===== src/rtl/fft_unload_pkg.sv =====
// Shared types and constants for the FFT result unloader.
package fft_pkg;

  localparam int BIT_WIDTH = 16;
  localparam int N         = 9;
  localparam int NUM_BINS  = 2 ** (N - 1);
  localparam int MAG_W     = BIT_WIDTH + 1;
  localparam bit SKIP_DC   = 1'b1;

  typedef logic [MAG_W-1:0] mag_t;
  typedef logic [N-2:0]     bin_t;

  localparam bin_t LAST_BIN = bin_t'(NUM_BINS - 1);

  typedef enum logic [1:0] {IDLE, READ, DRAIN, REARM} unload_state_t;

  typedef struct packed {
    mag_t mag;
    bin_t bin;
    logic last;
  } beat_t;

  // |re|+|im| with one guard bit so abs(-2^(BIT_WIDTH-1)) does not wrap
  function automatic mag_t l1_mag(input logic [2*BIT_WIDTH-1:0] word);
    logic signed [MAG_W-1:0] re;
    logic signed [MAG_W-1:0] im;
    logic [MAG_W-1:0]        abs_re;
    logic [MAG_W-1:0]        abs_im;
    logic [MAG_W:0]          sum;
    re     = {word[2*BIT_WIDTH-1], word[2*BIT_WIDTH-1:BIT_WIDTH]};
    im     = {word[BIT_WIDTH-1], word[BIT_WIDTH-1:0]};
    abs_re = re[MAG_W-1] ? MAG_W'(-re) : MAG_W'(re);
    abs_im = im[MAG_W-1] ? MAG_W'(-im) : MAG_W'(im);
    sum    = {1'b0, abs_re} + {1'b0, abs_im};
    return sum[MAG_W] ? {MAG_W{1'b1}} : sum[MAG_W-1:0];
  endfunction

endpackage


===== src/rtl/fft_unload_if.sv =====
// Magnitude beat stream from the unloader to its downstream consumer.
interface fft_unload_if;
  import fft_pkg::*;

  logic mag_valid;
  logic mag_ready;
  mag_t mag;
  bin_t mag_bin;
  logic mag_last;

  modport master (output mag_valid, output mag, output mag_bin, output mag_last, input mag_ready);
  modport slave  (input mag_valid, input mag, input mag_bin, input mag_last, output mag_ready);

endinterface


===== src/rtl/fft_unload_mag_skid_fifo.sv =====
// Two-entry FIFO of magnitude beats; covers the one-cycle RAM read latency under backpressure.
module mag_skid_fifo
  import fft_pkg::*;
(
  input  logic       clk,
  input  logic       reset,
  input  logic       push,
  input  logic       pop,
  input  beat_t      din,
  output beat_t      dout,
  output logic [1:0] count
);

  beat_t mem [2];
  logic  wr_ptr;
  logic  rd_ptr;

  always_ff @(posedge clk) begin
    if (!reset) begin
      wr_ptr <= 1'b0;
      rd_ptr <= 1'b0;
      count  <= 2'd0;
    end else begin
      if (push) wr_ptr <= ~wr_ptr;
      if (pop)  rd_ptr <= ~rd_ptr;
      count <= count + 2'(push) - 2'(pop);
    end
  end

  always_ff @(posedge clk) begin
    if (push) mem[wr_ptr] <= din;
  end

  assign dout = mem[rd_ptr];

endmodule


===== src/rtl/fft_unload.sv =====
// Sweeps the FFT result RAM after fft_done, streams L1 magnitudes and reports the frame peak.
module fft_unload
  import fft_pkg::*;
(
  input  logic                   clk,
  input  logic                   reset,
  input  logic                   fft_done,
  input  logic [2*BIT_WIDTH-1:0] dout,
  output logic [N-1:0]           add_rd,
  output logic                   rd_active,
  fft_unload_if.master           mag_if,
  output logic                   frame_done,
  output bin_t                   peak_bin,
  output mag_t                   peak_mag
);

  unload_state_t state_q, state_d;
  bin_t          issue_cnt;
  logic          inflight;
  bin_t          inflight_bin;
  logic [1:0]    fifo_count;
  beat_t         push_beat;
  beat_t         head;
  mag_t          cur_mag;
  mag_t          run_max;
  bin_t          run_bin;
  logic          issue;
  logic          start;
  logic          pop;
  logic          room;
  logic          last_accept;

  assign cur_mag     = l1_mag(dout);
  assign push_beat   = '{mag: cur_mag, bin: inflight_bin, last: (inflight_bin == LAST_BIN)};
  assign pop         = mag_if.mag_valid & mag_if.mag_ready;
  assign last_accept = pop & head.last & (state_q == DRAIN);
  // A slot freed by this cycle's pop can be reused by a read issued now
  assign room        = ({1'b0, fifo_count} + 3'(inflight) - 3'(pop)) < 3'd2;

  assign mag_if.mag_valid = (fifo_count != 2'd0);
  assign mag_if.mag       = head.mag;
  assign mag_if.mag_bin   = head.bin;
  assign mag_if.mag_last  = head.last;

  mag_skid_fifo u_fifo (
    .clk   (clk),
    .reset (reset),
    .push  (inflight),
    .pop   (pop),
    .din   (push_beat),
    .dout  (head),
    .count (fifo_count)
  );

  always_ff @(posedge clk) begin
    if (!reset) state_q <= IDLE;
    else        state_q <= state_d;
  end

  always_comb begin
    state_d   = state_q;
    issue     = 1'b0;
    start     = 1'b0;
    rd_active = 1'b0;
    add_rd    = '0;
    unique case (state_q)
      IDLE: begin
        if (fft_done) begin
          state_d = READ;
          start   = 1'b1;
        end
      end
      READ: begin
        rd_active = 1'b1;
        add_rd    = {1'b0, issue_cnt};
        if (room) begin
          issue = 1'b1;
          if (issue_cnt == LAST_BIN) state_d = DRAIN;
        end
      end
      DRAIN: begin
        rd_active = 1'b1;
        if (last_accept) state_d = REARM;
      end
      REARM: begin
        if (!fft_done) state_d = IDLE;
      end
      default: state_d = IDLE;
    endcase
  end

  always_ff @(posedge clk) begin
    if (!reset) begin
      issue_cnt    <= '0;
      inflight     <= 1'b0;
      inflight_bin <= '0;
      run_max      <= '0;
      run_bin      <= '0;
      frame_done   <= 1'b0;
      peak_bin     <= '0;
      peak_mag     <= '0;
    end else begin
      frame_done <= last_accept;
      inflight   <= issue;
      if (issue) begin
        inflight_bin <= issue_cnt;
        issue_cnt    <= issue_cnt + 1'b1;
      end
      // Strict compare keeps the lowest bin on ties
      if (start) begin
        issue_cnt <= '0;
        run_max   <= '0;
        run_bin   <= SKIP_DC ? bin_t'(1) : bin_t'(0);
      end else if (inflight && !(SKIP_DC && inflight_bin == '0) && cur_mag > run_max) begin
        run_max <= cur_mag;
        run_bin <= inflight_bin;
      end
      if (last_accept) begin
        peak_bin <= run_bin;
        peak_mag <= run_max;
      end
    end
  end

endmodule


===== src/flat_wrapper.sv =====
// flat-port wrapper written by rule: the top's interface ports become plain ports
module fft_unload_flat import fft_pkg::*;
  (clk, reset, fft_done, dout, add_rd, rd_active, frame_done, peak_bin, peak_mag, mag_if_mag_valid, mag_if_mag, mag_if_mag_bin, mag_if_mag_last, mag_if_mag_ready);
  fft_unload_if mag_if_i ();
  input  logic clk;
  input  logic reset;
  input  logic fft_done;
  input  logic [2*BIT_WIDTH-1:0] dout;
  output logic [N-1:0] add_rd;
  output logic rd_active;
  output logic frame_done;
  output bin_t peak_bin;
  output mag_t peak_mag;
  output wire logic [$bits(mag_if_i.mag_valid)-1:0] mag_if_mag_valid;
  output wire logic [$bits(mag_if_i.mag)-1:0] mag_if_mag;
  output wire logic [$bits(mag_if_i.mag_bin)-1:0] mag_if_mag_bin;
  output wire logic [$bits(mag_if_i.mag_last)-1:0] mag_if_mag_last;
  input wire logic [$bits(mag_if_i.mag_ready)-1:0] mag_if_mag_ready;
  assign mag_if_mag_valid = mag_if_i.mag_valid;
  assign mag_if_mag = mag_if_i.mag;
  assign mag_if_mag_bin = mag_if_i.mag_bin;
  assign mag_if_mag_last = mag_if_i.mag_last;
  assign mag_if_i.mag_ready = mag_if_mag_ready;
  fft_unload u_core (.clk(clk), .reset(reset), .fft_done(fft_done), .dout(dout), .add_rd(add_rd), .rd_active(rd_active), .mag_if(mag_if_i), .frame_done(frame_done), .peak_bin(peak_bin), .peak_mag(peak_mag));
endmodule

===== config.mk =====
export PLATFORM = sky130hd
export DESIGN_NAME = fft_unload_flat
export DESIGN_NICKNAME = d
export VERILOG_FILES = /design/src/rtl/fft_unload_pkg.sv /design/src/rtl/fft_unload_if.sv /design/src/rtl/fft_unload_mag_skid_fifo.sv /design/src/rtl/fft_unload.sv /design/src/flat_wrapper.sv
export SDC_FILE = /design/constraint.sdc
export NUM_CORES = 1
export LEC_CHECK = 0
export CORE_MARGIN = 2
export CORE_UTILIZATION = 35
export DETAILED_ROUTE_END_ITERATION = 8
export GPL_ROUTABILITY_DRIVEN = 0
export SLEW_MARGIN = 20
export SYNTH_ARGS = -nofsm -noshare
export SYNTH_HDL_FRONTEND = slang
export SYNTH_SLANG_ARGS = --single-unit

===== constraint.sdc =====
create_clock -name clk -period 6.1 [get_ports clk]
set_clock_uncertainty 0.05 [all_clocks]
set_input_delay 1.525 -clock clk [delete_from_list [all_inputs] [get_ports clk]]
set_output_delay 1.525 -clock clk [all_outputs]
set_load 0.02 [all_outputs]

==> metrics.md <==
| Metric | Value |
|---|---|
| Status | `finished, violations left` |
| Failing checks | `max-slew violations` |
| Core Area | `0.0186 mm²` |
| Crit-path cells | `clkdlybuf4s50_1 > or4_4 > or4_4 > or2_4 > o21ai_4 > xnor2_2 > ha_1 > buf_4 > nand2_1 > buf_4 > o21ai_0 > a21oi_1 > xor2_1 > nand2_1 > ha_1 > buf_4 > a21oi_2 > nand2_1 > a211oi_2 > a21oi_2 > buf_4 > buf_2 > and3_1 > nor2_1` |
| Remaining DRCs | `0` |
| Worst-path clk slew | `~50 ps` |
| Root Driver | `clkbuf_16` |
| Final hold vios | `0` |
| TNS Setup | `0 ps` |
| P_leak | `3.57 nW` |
| Syn Area/Cell | `9.51 µm²` |
| Syn Inst Count | `slightly below 700` |
| H-Tree Depth | `4` |
| Fmax | `170 MHz` |
| Slowest stage delay, CP | `roughly 540 ps` |
| Slew @ Worst Pin | `about 2900 ps` |
| Worst hold path endpoint | `u_core.peak_mag[15]` |
| Reg2reg start | `u_core.u_fifo.count[1]` |
| Crit-path max FO | `6` |
| Diodes inserted | `0` |
| Ports | `99` |
| Starting Density | `35.5%` |
| Post-synth EDFFs | `52` |
| DP Area | `0.00841 mm²` |
| Die area | `0.0200 mm²` |
| Clk buf depth | `2` |
| WP data required | `6390 ps` |
| Die width | `141 µm` |
| Cell mode on critical path | `buf_4` |
| Min-delay src | `u_core.peak_mag[15]` |
| Slowest library cell on the worst path | `or4_4` |
| Worst rel slew slack | `-97.0%` |
| GR Overflow Total | `0` |
| Synth area leaders | `edfxtp_1 24%, dfxtp_1 23%, ha_1 8.3%` |
| Initial antenna violation count | `0` |
| Pre-antenna DRT Iters | `5` |
| Pre-CTS setup slack | `-444 ps` |
| Largest net degree at the start of global routing | `43` |
| Max-cap violations | `0` |
| Routed Wire Length | `approximately 16000 µm` |
| First-pass GRT wire length | `25500 µm` |
| Post-synth top area cell | `edfxtp_1` |
| Worst min path class | `register to register` |
| Fillers | `1749` |
| CP Launch Type | `input pin` |
| Period utilization | `a little over nine tenths` |
| Wire per inst | `14.3 µm` |
| CTS tree | `done` |
| Number of global-route vias before repair | `a little over 5000` |
| Crit. Startpoint | `dout[22]` |
| Final ANT Viol Nets | `0` |
| CP arrival | `6160 ps` |
| Worst VDD drop | `0.131 mV` |
| Std-Cell Rows | `50` |
| Final count of negative-setup-slack endpoints | `0` |
| Placed Cells | `approximately 1100` |
| Nets | `960` |
| Via Count | `5473` |
| Power per Cell Area | `327 mW/mm²` |
| P&R area growth vs syn | `40.4%` |
| Total CTS buffers | `17` |
| Clock Latency Late Sink | `410 ps` |
| Top_reg_cell synth | `dfxtp_1` |
| Hold-critical path depth | `2` |
| Synth cell types | `49` |
| Crit path time final | `between 5000 and 6000 ps` |
| RSZ-0062 raised after global routing | `false` |
| Seq/Total Area, Yosys | `between 40% and 50%` |
| Syn. warnings | `0` |
| Area fraction of the dominant cell type after synthesis | `between 20% and 30%` |
| Layout cell share with drive strength beyond 1 | `a little over a fifth` |
| DR vias/cell | `4.86` |
| PortBufs | `97` |
| FFs w/ async S/R, synth | `0%` |
| CTS Sinks | `~130` |
| Netlist Area Pre-Place | `0.00662 mm²` |
| Post-DP HPWL | `11800 µm` |
| Cell area after layout | `about 0.0093 mm²` |
| Non-Filler Instances | `~1100` |
| Hold Buf Count CTS | `0` |
| Final Max Slew Viols | `30` |
| FF-to-FF path depth | `13` |
| Die Y | `141 µm` |
| FF+latch count, synth | `127` |
| Crit end category | `register` |
| Final WS setup | `228 ps` |
| Setup CP Type | `input pin to register` |
| Flop-to-flop setup slack | `2960 ps` |
| Reg-to-Reg End | `u_core.issue_cnt[7]` |
| GRT Total Usage | `16.0%` |
| Initial DRC count | `320` |
[through the flow]
stage / power [mW] / hold WS, ps / util, %
finish: 3.04 / 404 / 49.8
global route: 3.22 / 424 / 49.8
CTS: 3.02 / 407 / 48.1
detailed placement: 2.09 / 399 / 45.1
global placement: 2.09 / 395 / 45.1
floorplan: 1.66 / 381 / -
[cell families (layout without fill, tap and decap cells)]
| family | after synthesis | in the layout | share of synthesized area, % |
|---|---|---|---|
| multiplexers | 37 | 37 | 6.07 |
| AND/OR/NAND/NOR | 221 | 221 | 15.2 |
| adder cells (fa/ha/maj) | 46 | 46 | 8.93 |
| buffers and inverters | 65 | 258 | 3.84 |
| AO/OA/AOI/OAI | 149 | 149 | 13.0 |
| flip-flops | 127 | 127 | 46.3 |
| XOR/XNOR | 50 | 50 | 6.62 |
| other | 1 | 3 | 0.0567 |
[final cells by class]
class / count / area [µm²] / area share [%]
flip-flops and latches: 127 / 3060 / 33.0
inverters: 36 / 135 / 1.46
multi-input cells: 506 / 3550 / 38.3
repair buffers: 190 / 1700 / 18.3
clock buffers: 27 / 514 / 5.54
well taps: 234 / 293 / 3.15
clock inverters: 5 / 30.0 / 0.323
[synthesized netlist by cell type, drive strengths merged, types with 5 or more instances]
master  instances
nand2         118
dfxtp          75
a21oi          64
edfxtp         52
ha             44
nor2           38
o21ai          38
inv            35
xnor2          34
mux2           25
clkbuf         22
xor2           16
a31oi          13
and2           13
mux2i          12
nand4          10
nor3            8
buf             7
nand3           7
o31ai           7
o41ai           6
a211oi          5
[worst max-delay path, delay by kind of cell]
kind,cells,cell delay [ps]
compound gates,6,810
xor+xnor,2,290
simple gates,8,1780
buf+inv,6,1140
fa+ha+maj,2,620
[what timing repair did]
item                                    CTS  global route
setup buffers                             0             7
gates resized for setup                   2            59
cloned                                    0             1
endpoints found under the setup margin    7            25
pin swaps                                 0            26
[where the power goes]
| part | total, mW | internal, mW | switching (mW) |
|---|---|---|---|
| combinational | 1.11 | 0.512 | 0.599 |
| clock | 0.913 | 0.575 | 0.338 |
| sequential | 1.01 | 0.982 | 0.0294 |
[state kept, by name, summed over array words and instances (netlist names), named ones only]
signal                flops
u_core.u_fifo.mem        52
u_core.peak_mag          17
u_core.run_max           17
u_core.inflight_bin       8
u_core.issue_cnt          8
u_core.peak_bin           8
u_core.run_bin            8
u_core.state_q            2
u_core.u_fifo.count       2
u_core.frame_done         1
u_core.inflight           1
u_core.u_fifo.rd_ptr      1
u_core.u_fifo.wr_ptr      1
[routing by layer]
layer | vias to the layer above | part of all wire, % | track usage (%)
li1 | 2795 | - | -
met1 | 2551 | 48 | 21.4
met2 | 113 | 46 | 25.8
met3 | 14 | 4.6 | 3.98
met4 | 0 | 1.2 | 4.37
met5 | - | 0 | 0
[placed cells by master (no fill, tap or decap), types with 3 or more instances in the layout]
cell,instances
o41ai_4,3
or3_4,3
clkinv_2,3
a31oi_1,13
xnor2_1,32
nand2b_1,4
o21ai_1,7
nand3_1,7
mux2i_1,12
o21a_1,4
and3_1,4
conb_1,3
a21oi_2,5
dlymetal6s2s_1,5
o21ai_2,3
a211oi_1,3
mux2_2,25
clkbuf_8,3
xor2_1,16
nand4_1,10
clkdlybuf4s50_1,92
nand2_1,116
and2_1,13
a21o_1,4
nor3_1,5
buf_6,4
buf_4,86
clkbuf_1,6
a21oi_1,58
nor3_2,3
nor2_1,36
edfxtp_1,52
o21ai_0,27
o211ai_1,4
clkbuf_16,18
ha_1,42
inv_1,35
o31ai_1,4
dfxtp_1,75
[worst max path at each step]
stage,to,slack (ps),cells past startpoint
detailed placement,u_core.run_bin[2],-440,22
floorplan,u_core.run_bin[0],170,24
global placement,u_core.run_bin[3],-310,24
finish,u_core.run_max[8],230,24
global route,u_core.run_bin[1],10,23
CTS,u_core.run_bin[2],20,24
No activity file was read; power rests on OpenSTA's default activity.
